==> src/rtl/dmem_pkg.sv <==
// Shared definitions for the 32x16 data memory and its requester-side controller.
// Holds geometry constants, the command opcode encoding and the controller FSM states.
package dmem_pkg;

  localparam int DATA_W = 16;
  localparam int ADDR_W = 5;
  localparam int DEPTH  = 1 << ADDR_W;

  typedef enum logic [1:0] {
    OP_LOAD  = 2'b00,
    OP_STORE = 2'b01,
    OP_COPY  = 2'b10,
    OP_FILL  = 2'b11
  } op_e;

  typedef enum logic [1:0] {
    ST_IDLE = 2'b00,
    ST_RD   = 2'b01,
    ST_WR   = 2'b10,
    ST_DONE = 2'b11
  } st_e;

endpackage

==> src/rtl/dmem_initiator.sv <==
// Sequences LOAD/STORE/COPY/FILL onto the data memory one word per cycle; response lands k+2 (LOAD/STORE), k+N+1 (FILL), k+2N+1 (COPY), k+1 (error).
// req_ready is high only in IDLE, so a busy block simply ignores req_valid; all memory pins are driven from registers.
module dmem_initiator #(
  parameter int DATA_W = dmem_pkg::DATA_W,
  parameter int ADDR_W = dmem_pkg::ADDR_W
) (
  input  logic              clk,
  input  logic              reset,
  input  logic              req_valid,
  output logic              req_ready,
  input  logic [1:0]        req_op,
  input  logic [ADDR_W-1:0] req_addr,
  input  logic [ADDR_W-1:0] req_dst,
  input  logic [ADDR_W:0]   req_len,
  input  logic [DATA_W-1:0] req_wdata,
  output logic              rsp_valid,
  output logic [DATA_W-1:0] rsp_data,
  output logic              rsp_err,
  output logic [ADDR_W-1:0] mem_addr,
  output logic [DATA_W-1:0] mem_wdata,
  output logic              mem_read,
  input  logic [DATA_W-1:0] mem_rdata
);
  import dmem_pkg::*;

  localparam logic [ADDR_W:0]   LEN_MAX  = (ADDR_W+1)'(1 << ADDR_W);
  localparam logic [ADDR_W:0]   CNT_ONE  = (ADDR_W+1)'(1);
  localparam logic [ADDR_W-1:0] ADDR_ONE = ADDR_W'(1);

  st_e               r_state, w_state_nxt;
  op_e               r_op, w_op_nxt;
  logic [ADDR_W-1:0] r_src, w_src_nxt;
  logic [ADDR_W-1:0] r_dst, w_dst_nxt;
  logic [ADDR_W:0]   r_left, w_left_nxt;
  logic [ADDR_W:0]   r_cnt, w_cnt_nxt;
  logic [ADDR_W-1:0] r_mem_addr, w_mem_addr_nxt;
  logic [DATA_W-1:0] r_mem_wdata, w_mem_wdata_nxt;
  logic              r_mem_read, w_mem_read_nxt;
  logic              r_rsp_valid, w_rsp_valid_nxt;
  logic [DATA_W-1:0] r_rsp_data, w_rsp_data_nxt;
  logic              r_rsp_err, w_rsp_err_nxt;

  op_e               w_req_op;
  logic              w_len_bad;
  logic [ADDR_W:0]   w_cnt_inc;

  assign w_req_op  = op_e'(req_op);
  assign w_len_bad = (req_len == '0) || (req_len > LEN_MAX);
  assign w_cnt_inc = r_cnt + CNT_ONE;

  always_ff @(posedge clk) begin
    if (reset) begin
      r_state     <= ST_IDLE;
      r_op        <= OP_LOAD;
      r_src       <= '0;
      r_dst       <= '0;
      r_left      <= '0;
      r_cnt       <= '0;
      r_mem_addr  <= '0;
      r_mem_wdata <= '0;
      r_mem_read  <= 1'b1;
      r_rsp_valid <= 1'b0;
      r_rsp_data  <= '0;
      r_rsp_err   <= 1'b0;
    end else begin
      r_state     <= w_state_nxt;
      r_op        <= w_op_nxt;
      r_src       <= w_src_nxt;
      r_dst       <= w_dst_nxt;
      r_left      <= w_left_nxt;
      r_cnt       <= w_cnt_nxt;
      r_mem_addr  <= w_mem_addr_nxt;
      r_mem_wdata <= w_mem_wdata_nxt;
      r_mem_read  <= w_mem_read_nxt;
      r_rsp_valid <= w_rsp_valid_nxt;
      r_rsp_data  <= w_rsp_data_nxt;
      r_rsp_err   <= w_rsp_err_nxt;
    end
  end

  // r_src/r_dst always point at the next word to read/write; r_mem_wdata doubles as the COPY holding register.
  always_comb begin
    w_state_nxt     = r_state;
    w_op_nxt        = r_op;
    w_src_nxt       = r_src;
    w_dst_nxt       = r_dst;
    w_left_nxt      = r_left;
    w_cnt_nxt       = r_cnt;
    w_mem_addr_nxt  = r_mem_addr;
    w_mem_wdata_nxt = r_mem_wdata;
    w_mem_read_nxt  = 1'b1;
    w_rsp_valid_nxt = 1'b0;
    w_rsp_data_nxt  = r_rsp_data;
    w_rsp_err_nxt   = r_rsp_err;

    unique case (r_state)
      ST_IDLE: begin
        if (req_valid) begin
          w_op_nxt   = w_req_op;
          w_cnt_nxt  = '0;
          w_src_nxt  = req_addr + ADDR_ONE;
          w_dst_nxt  = req_addr + ADDR_ONE;
          w_left_nxt = ((w_req_op == OP_LOAD) || (w_req_op == OP_STORE)) ? CNT_ONE : req_len;
          unique case (w_req_op)
            OP_LOAD: begin
              w_state_nxt    = ST_RD;
              w_mem_addr_nxt = req_addr;
            end
            OP_STORE: begin
              w_state_nxt     = ST_WR;
              w_mem_addr_nxt  = req_addr;
              w_mem_wdata_nxt = req_wdata;
              w_mem_read_nxt  = 1'b0;
            end
            OP_FILL, OP_COPY: begin
              if (w_len_bad) begin
                w_state_nxt     = ST_DONE;
                w_rsp_valid_nxt = 1'b1;
                w_rsp_data_nxt  = '0;
                w_rsp_err_nxt   = 1'b1;
              end else if (w_req_op == OP_FILL) begin
                w_state_nxt     = ST_WR;
                w_mem_addr_nxt  = req_addr;
                w_mem_wdata_nxt = req_wdata;
                w_mem_read_nxt  = 1'b0;
              end else begin
                w_state_nxt    = ST_RD;
                w_mem_addr_nxt = req_addr;
                w_dst_nxt      = req_dst;
              end
            end
          endcase
        end
      end

      ST_RD: begin
        if (r_op == OP_LOAD) begin
          w_state_nxt     = ST_DONE;
          w_rsp_valid_nxt = 1'b1;
          w_rsp_data_nxt  = mem_rdata;
          w_rsp_err_nxt   = 1'b0;
        end else begin
          w_state_nxt     = ST_WR;
          w_mem_addr_nxt  = r_dst;
          w_mem_wdata_nxt = mem_rdata;
          w_mem_read_nxt  = 1'b0;
          w_dst_nxt       = r_dst + ADDR_ONE;
        end
      end

      ST_WR: begin
        w_cnt_nxt  = w_cnt_inc;
        w_left_nxt = r_left - CNT_ONE;
        if (r_left == CNT_ONE) begin
          w_state_nxt     = ST_DONE;
          w_rsp_valid_nxt = 1'b1;
          w_rsp_data_nxt  = (r_op == OP_STORE) ? '0 : DATA_W'(w_cnt_inc);
          w_rsp_err_nxt   = 1'b0;
        end else if (r_op == OP_FILL) begin
          w_mem_addr_nxt = r_dst;
          w_mem_read_nxt = 1'b0;
          w_dst_nxt      = r_dst + ADDR_ONE;
        end else begin
          w_state_nxt    = ST_RD;
          w_mem_addr_nxt = r_src;
          w_src_nxt      = r_src + ADDR_ONE;
        end
      end

      ST_DONE: begin
        w_state_nxt = ST_IDLE;
      end
    endcase
  end

  assign req_ready = (r_state == ST_IDLE);
  assign rsp_valid = r_rsp_valid;
  assign rsp_data  = r_rsp_data;
  assign rsp_err   = r_rsp_err;
  assign mem_addr  = r_mem_addr;
  assign mem_wdata = r_mem_wdata;
  assign mem_read  = r_mem_read;

endmodule
==> config.mk <==
export PLATFORM = sky130hd
export DESIGN_NAME = dmem_initiator
export DESIGN_NICKNAME = d
export VERILOG_FILES = /design/src/rtl/dmem_pkg.sv /design/src/rtl/dmem_initiator.sv
export SDC_FILE = /design/constraint.sdc
export NUM_CORES = 1
export LEC_CHECK = 0
export ABC_AREA = 1
export CAP_MARGIN = 20
export CELL_PAD_IN_SITES_DETAIL_PLACEMENT = 0
export CELL_PAD_IN_SITES_GLOBAL_PLACEMENT = 2
export CORE_MARGIN = 2
export CORE_UTILIZATION = 35
export DETAILED_ROUTE_END_ITERATION = 10
export DONT_BUFFER_PORTS = 1
export GPL_TIMING_DRIVEN = 1
export PLACE_DENSITY_LB_ADDON = 0.1
export SLEW_MARGIN = 15
export SYNTH_ARGS = -nofsm -noshare
export SYNTH_HDL_FRONTEND = slang
export SYNTH_SLANG_ARGS = --single-unit
export TNS_END_PERCENT = 10
==> constraint.sdc <==
create_clock -name clk -period 4.05 [get_ports clk]
set_input_delay 0.81 -clock clk [delete_from_list [all_inputs] [get_ports clk]]
set_output_delay 0.81 -clock clk [all_outputs]
set_load 0.005 [all_outputs]
Yosys cells after proc, flatten, opt, wreduce, memory -nomap -nowiden
Index checks and enable logic that the tools add are counted.
{"block": "classes", "n_addsub": 5, "order_cmp": 1, "eq_ne": 22, "n_mux": 64, "reduce_logical": 19}
{"op": "$mux 16", "count": 9}
{"op": "$mux 5", "count": 15}
{"op": "$pmux 16 s2", "count": 2}
{"op": "$pmux 16 s3", "count": 1}
{"op": "$pmux 5 s3", "count": 2}
{"op": "$mux 6", "count": 4}
{"op": "$pmux 6 s2", "count": 2}
{"op": "$pmux 5 s2", "count": 2}
{"op": "$mux 1", "count": 16}
{"op": "$add 5x1->5 const B", "count": 3}
{"op": "$ne 2x2->1 const B", "count": 7}
{"op": "$reduce_and 6->1", "count": 2}
{"op": "$eq 2x2->1 const B", "count": 5}
{"op": "$mux 2", "count": 5}
{"op": "$reduce_and 5->1", "count": 2}
{"op": "$ne 3x3->1 const B", "count": 3}
{"op": "$pmux 1 s3", "count": 3}
{"op": "$pmux 2 s4", "count": 1}
{"op": "$add 6x1->6 const B", "count": 1}
{"op": "$eq 2x1->1 const B", "count": 3}
{"op": "$eq 6x1->1 const B", "count": 1}
{"op": "$gt 6x6->1 const B", "count": 1}
{"op": "$logic_not 2->1", "count": 3}
{"op": "$logic_not 6->1", "count": 1}
{"op": "other kinds (11)", "count": 17}
{"block": "totals", "regBits": 66, "in_bits": 53, "out_inout_bits": 41, "elab_cells": 123}

Logic depth before layout (Yosys ltp)
{"block": "logic_depth", "ltp_word": 6, "mapped_depth": 12, "ltp_nobuf": 11}

Worst setup path before layout
Ideal clock, no wire load.
{"block": "synth_timing", "path_type": "input -> register", "from": "input req_len[2]", "to": "register r_rsp_data[10] (netlist: rsp_data[10])", "setup_ps": 70, "arrival_time_ps": 1750, "t_required_ps": 3980, "slack_ps": 2229, "path_stages": 8, "path_buffers": 1, "path_cell_list": "nor2_1 > nand3_1 > nand3_1 > nand2_1 > nor2_8 > buf_12 > nand2_2 > a21oi_2"}
{"block": "synth_between", "elab_chain_cells": 4, "word_cells_on_any_way": 5, "cone_classes": "1 x order compare; 1 x eq/ne; 3 x reduce/logical"}
{"element": "start: declaration", "line": "dmem_initiator.sv:14", "source": "input logic [ADDR_W:0] req_len,"}
{"element": "$gt 6x6->1 or $logic_not 6->1 (tied branches)", "line": "dmem_initiator.sv:48", "source": "assign w_len_bad = (req_len == '0) || (req_len > LEN_MAX);"}
{"element": "$logic_or 1x1->1 (*)", "line": "dmem_initiator.sv:48"}
{"element": "$ne 2x1->1 (no line) (*)"}
{"element": "$reduce_and 6->1 (no line) (*)"}
{"element": "end signal: assignment", "line": "dmem_initiator.sv:76", "source": "r_rsp_data <= w_rsp_data_nxt;"}
{"element": "end: declaration", "line": "dmem_initiator.sv:40", "source": "logic [DATA_W-1:0] r_rsp_data, w_rsp_data_nxt;"}
Every way passes the cells marked *; elsewhere a longest branch is shown, timed or not.
A chain may end at the register's enable or synchronous reset.

Worst setup path in the final report
{"block": "layout_timing", "from": "register r_state[1]", "to": "register r_rsp_data[12] (netlist: rsp_data[12])"}
{"block": "layout_between", "elab_chain_cells": 3, "word_cells_on_any_way": 11, "cone_classes": "7 x eq/ne; 1 x mux; 3 x reduce/logical"}
{"element": "start: declaration", "line": "dmem_initiator.sv:30", "source": "st_e r_state, w_state_nxt;"}
{"element": "start signal: assignment", "line": "dmem_initiator.sv:66", "source": "r_state <= w_state_nxt;"}
{"element": "$eq 2x2->1, or another cell as far along", "line": "dmem_initiator.sv:96", "source": "unique case (r_state)"}
{"element": "$ne 2x2->1 (no line), or another cell as far along"}
{"element": "$reduce_and 6->1 (no line)"}
Parallel ways exist; a longest one is shown, timed or not.

==> metrics <==
vias in the first global route 3455; Primary FF master, synth dfxtp_1; Root Buffer clkbuf_8; Worst-Skew Late Latency 0.34 ns; Synth Register Bits 66; final hold vios 0; Clk pin slew, worst setup/hold paths 0.08 ns; fin crit share 64.55%; hpwl dp 8448 µm; # IOs 94; RSZ-0062 raised after global routing false; global-route wire length before repair 18160 µm; commonest non-fill, non-tap cell in the layout nand2_1; Syn Nets 641; Die ar. 0.01162 mm²; postcts setup bufs 0; share of layout cells above drive strength 1 8.726%; Max-slew headroom 50.19%; routed vias 3496; DR vias/cell 4.931; Routed WL per cell 16.16 µm; final-report max-slew violation count 0; die height 107.8 µm; status finished clean; Setup WS post-layout 1.436 ns; GRT Resource Usage Total 20.20%; HP Start rsp_data[3]$_SDFFE_PP0P_; Post-synth EDFFs 0; CP Launch Point r_state[1]$_SDFFE_PP0P_; register area share after synthesis 35.05%; Max Freq 0.3825 GHz; # setup viols final 0; post-synth cell types 36; most frequent cells in the layout nand2_1, nor2_1, dfxtp_1, inv_1, a21oi_1; non-filler instance count after layout 709; Worst setup SP type register; Post-DP Area 0.003834 mm²; Critical Path End Type register; Placement Setup Slack 1.415 ns; core area 0.01037 mm²; RePlAce Congestion 0.8020; post-route cell area 0.004099 mm²; total negative slack 0 ns; Placed Cells 693; CTS Buf Count 9; CTS Hold Bufs 0; critical setup path kind register to register; Async SR Flop Fraction 0%; yosys warns 0; Worst EP arrival 2.89 ns; flop2flop setup slack 1.44 ns; Final Routed Wirelength 11460 µm; # H-tree levels 3; Std-Cell Rows 37; Final min period 2.614 ns; initial core utilization 36.35%; Syn Inst Count 578; Fill cells 1160; Pre-antenna DRT Iters 4; antenna violations before repair 0; max_cap viols 0; largest net degree at the start of global routing 31; DRT antenna net count 0; Hold Crit Class register to register; synthesis-to-layout area growth 8.729%; WP data required 4.33 ns; PwrDens 781.0 mW/mm²; fin nets 631; DRC 0; Worst Skew 0.01510 ns; crit path max fanout 19; synth top area cells dfxtp_1, nand2_1, nor2_1, a21oi_1, inv_1; Peak VDD IR 0.2871 mV; post-cts sizing count 0; Max Buffers Root-to-Sink 2; leading area contributor after synthesis dfxtp_1; syn avg cell area 6.522 µm²; Die Width 107.8 µm; top-area cell type share of the netlist area 35.05%; Slew @ Worst Pin 0.7464 ns; TritonCTS clock tree done; Detailed Route Iter0 Violations 209; Antenna diodes 0; IO buf count 0; grt ovf 0; Pleak 1.839 nW; Crit Reg-Reg Startpoint r_state[1]$_SDFFE_PP0P_; synthesized area 0.003770 mm²; CTS Sinks 66
## through the flow
stage	hold slack, ns	total power [mW]	util (%)
floorplan	0.4522	2.168	-
global placement	0.4595	2.452	36.97
detailed placement	0.4687	2.465	36.97
CTS	0.4822	3.229	39.53
global route	0.5000	3.500	39.53
finish	0.4803	3.201	39.53
## critical path: stages (launching register included)
cell	delay, ns
dfxtp_1	0.39
inv_1	0.08
ha_1	0.73
clkinv_1	0.74
nor2_1	0.39
nand2_2	0.09
a21oi_2	0.13
## per-layer routing
layer / part of all wire [%] / up-vias / global-route usage, % / routed length (µm)
li1: - / 1824 / - / -
met1: 47 / 1590 / 27.55 / 5432
met2: 45 / 78 / 31.54 / 5190
met3: 6.7 / 4 / 4.661 / 762
met4: 0.61 / 0 / 6.319 / 70
met5: 0 / - / 0 / 0
## final timing paths
check | end | cells past startpoint
worst max-delay path | rsp_data[12]$_SDFFE_PP0P_ | 6
worst min-delay path | rsp_data[3]$_SDFFE_PP0P_ | 2
worst max register to register | rsp_data[12]$_SDFFE_PP0P_ | 6
worst min register to register | rsp_data[3]$_SDFFE_PP0P_ | 2
## cells by family (layout without fill, tap and decap cells)
kind of cell	count (synthesis)	count (layout)	synth area share, %
buf+inv	80	75	8.994
compound gates	102	102	15.10
flops	66	66	35.05
xor+xnor	7	7	1.626
fa+ha+maj	10	10	3.319
simple gates	313	313	35.91
## flip-flops by register name, indices dropped and copies added (netlist names), 2 cells and up
name	flops
r_cnt	6
r_op	2
r_src	5
r_left	6
mem_wdata	16
rsp_data	16
r_dst	5
r_state	2
mem_addr	5
## power breakdown
part	total, mW	leakage (nW)	switching (mW)	internal (mW)
clock network	0.753	0.131	0.278	0.475
registers	1.02	0.542	0.166	0.852
logic	1.43	1.17	0.991	0.440
## cell usage after synthesis, types with 2 or more instances
master    count
a211oi_1      2
nand2_1     178
ha_1         10
nand2_4       2
nand3_1      35
nand3b_1      5
o21ai_0      33
nand4_1       6
dfxtp_1      66
clkbuf_1      9
nor2_1       68
buf_1         3
nand2_2      10
xnor2_1       3
a21oi_1      49
inv_1        53
o22ai_1       3
inv_2         2
a21oi_2      11
buf_2         9
a31oi_1       3
xor2_1        4
## cell type report
cell class,instances,area (µm²),share of cell area [%]
clock inverter,6,137.6,3.358
timing repair buffer,3,22.52,0.5495
inverter,56,210.2,5.128
sequential,66,1321,32.23
multi-input combinational,432,2110,51.47
clock buffer,10,127.6,3.114
tap,136,170.2,4.151
No activity file was read; power rests on OpenSTA's default activity.
==> RTL change: new RTL, same settings <==
Put one more register stage on the output `rsp_err`, cleared by the reset. The value now appears one clock later. The other outputs are not delayed to match.
--- a/src/rtl/dmem_initiator.sv
+++ b/src/rtl/dmem_initiator.sv
@@ -177,5 +177,11 @@
   assign rsp_valid = r_rsp_valid;
   assign rsp_data  = r_rsp_data;
-  assign rsp_err   = r_rsp_err;
+  always_ff @(posedge clk) begin
+    if (reset) begin
+      rsp_err <= '0;
+    end else begin
+      rsp_err <= r_rsp_err;
+    end
+  end
   assign mem_addr  = r_mem_addr;
   assign mem_wdata = r_mem_wdata;
Check against the original RTL: not equivalent (a bounded check fails within 4 cycles, from zero or initial values and one cycle with reset high).
==> RTL change against the original RTL <==
  * Non-clock buffer count grew 1
  * Global-route usage grew 0.35 points
  * Sequential share of layout area grew 1.5 points
  * Area after synthesis shrank 2.6%
  * Routed wire length shrank 2.8%
  * Clock power shrank 17%
  * Total power shrank 8.9%
  * Largest power group unchanged
  * Worst setup slack gained 0.17 ns
  * Fmax grew 6.9%
  * Critical path depth grew 2
  * Sequential cell count grew 1
  * Hold slack lost 0.044 ns
  * Design area shrank 2.9%
  * Largest cell class unchanged
==> RTL change: results (changes against the original RTL) <==
critical_path:
  reg2reg_from: "r_state[1]"
  worstPathArrival_ns: 2.69  # -0.20 ns
  crit_path_top_delay_cell: "inv_1"
  reg2reg_depth: 8  # +2
  crit_family: "simple AND/OR/NAND/NOR gates"
  rr_endpoint: "r_rsp_err"
  crit_path_max_fanout: 21  # +2
  max_stage_delay_ns: 0.56  # -0.18 ns
global_routing:
  grtUsageTotal_pct: 20.6  # +0.35 points
  grt_pass1_wl_um: 18300  # +0.95%
  met1_usage_pct: 27.9  # +0.39 points
  globalRouteMet3Util_pct: 5.21  # +0.55 points
  use_met2_pct: 32.9  # +1.4 points
  grt_max_degree: 33  # +6.5%
synth:
  synth_cell_types: 31  # -14%
  synthTopCellsByArea: "dfxtp_1 37%, nand2_1 20%, a21oi_1 8.3%"
  synth-async-reset-ratio_pct: 0  # unchanged
  synthTopCellsByCount: "196 x nand2_1, 67 x dfxtp_1, 67 x nor2_1"
  yosysSeqAreaShare_pct: 36.5  # +1.5 points
  synth_flop_cell: "dfxtp_1"
  syn_nets: 644  # +0.47%
outcome:
  status: "finished, final reports clean"
pwr:
  ir_worst_vdd_mv: 0.219  # -24%
  p_leak_nw: 1.78  # -3.0%
timing:
  slew_headroom_pct: 54.7  # +4.5 points
  clock_skew_ns: 0.0136  # -0.00149 ns
finish:
  fillCellCount: 1145  # -1.3%
  final_layout_size_suffix_gt1_share_pct: 4.67  # -4.1 points
routing:
  drt-pass1-iter-count: 8  # +4
  drt-wirelength-per-cell_um: 15.6  # -3.5%
  vias: 3511  # +0.43%
  drt_iter0_drc: 216  # +3.3%
hold_path:
  min_from: "r_rsp_err"
  hold_path.class: "reg2reg"
  holdPathEnd: "rsp_err"
job:
  maxCapViolations: 0  # unchanged
placed_design:
  place.gp.congestion: 0.789  # -1.7%
  dp_slack_ns: 1.56  # +0.143 ns
  dp_hpwl_um: 8170  # -3.3%
-- RTL change: worst min-delay path, stage by stage, from the launching register on --
cell	delay, ns
dfxtp_1	0.32
inv_1	0.05
nor2_1	0.04
-- RTL change: layer usage --
layer | vias up | wire [um]
met1 | 1586 | 5290
met2 | 74 | 5090
li1 | 1842 | -
met3 | 9 | 638
met5 | - | 0
met4 | 0 | 106
-- RTL change: cells by family after synthesis --
logic type,synth area share (%)
DFF,36.5
AOI/OAI and AO/OA,14.3
adders and majority gates,3.41
and+or+nand+nor,35.4
buffers and inverters,8.72
xor gates and xnor gates,1.67
-- RTL change: area by class of cell --
cell class | count | area share, %
clock buffer | 10 | 3.21
clock inverter | 6 | 2.26
inverter | 56 | 5.28
multi-input combinational | 435 | 50.5
sequential | 67 | 33.7
tap | 136 | 4.27
timing repair buffer | 4 | 0.754
-- RTL change: worst max-delay path by stage --
stage	from	to	slack (ns)	cells past startpoint
2_1_floorplan	req_len[2]	mem_wdata[10]	2.13	10
3_3_place_gp	r_state[1]	r_rsp_err	1.62	8
3_5_place_dp	r_state[1]	r_rsp_err	1.56	8
4_1_cts	r_state[1]	r_rsp_err	1.55	8
5_1_grt	r_state[1]	rsp_data[2]	1.24	9
6_report	r_state[1]	r_rsp_err	1.60	8
-- RTL change: report_power, final --
group | switching, mW | internal (mW) | total, mW
Sequential | 0.162 | 0.860 | 1.02
Clock | 0.280 | 0.348 | 0.628
Combinational | 0.876 | 0.391 | 1.27
-- RTL change: stage by stage --
step                cells  hold slack, ns  total power, mW  cell area (um^2)
finish                714           0.437             2.92              3980
global route          714           0.478             3.21              3980
CTS                   714           0.444             2.95              3980
detailed placement    698           0.431             2.31              3760
global placement      698           0.431             2.31              3760
floorplan             581           0.400             2.02              3670
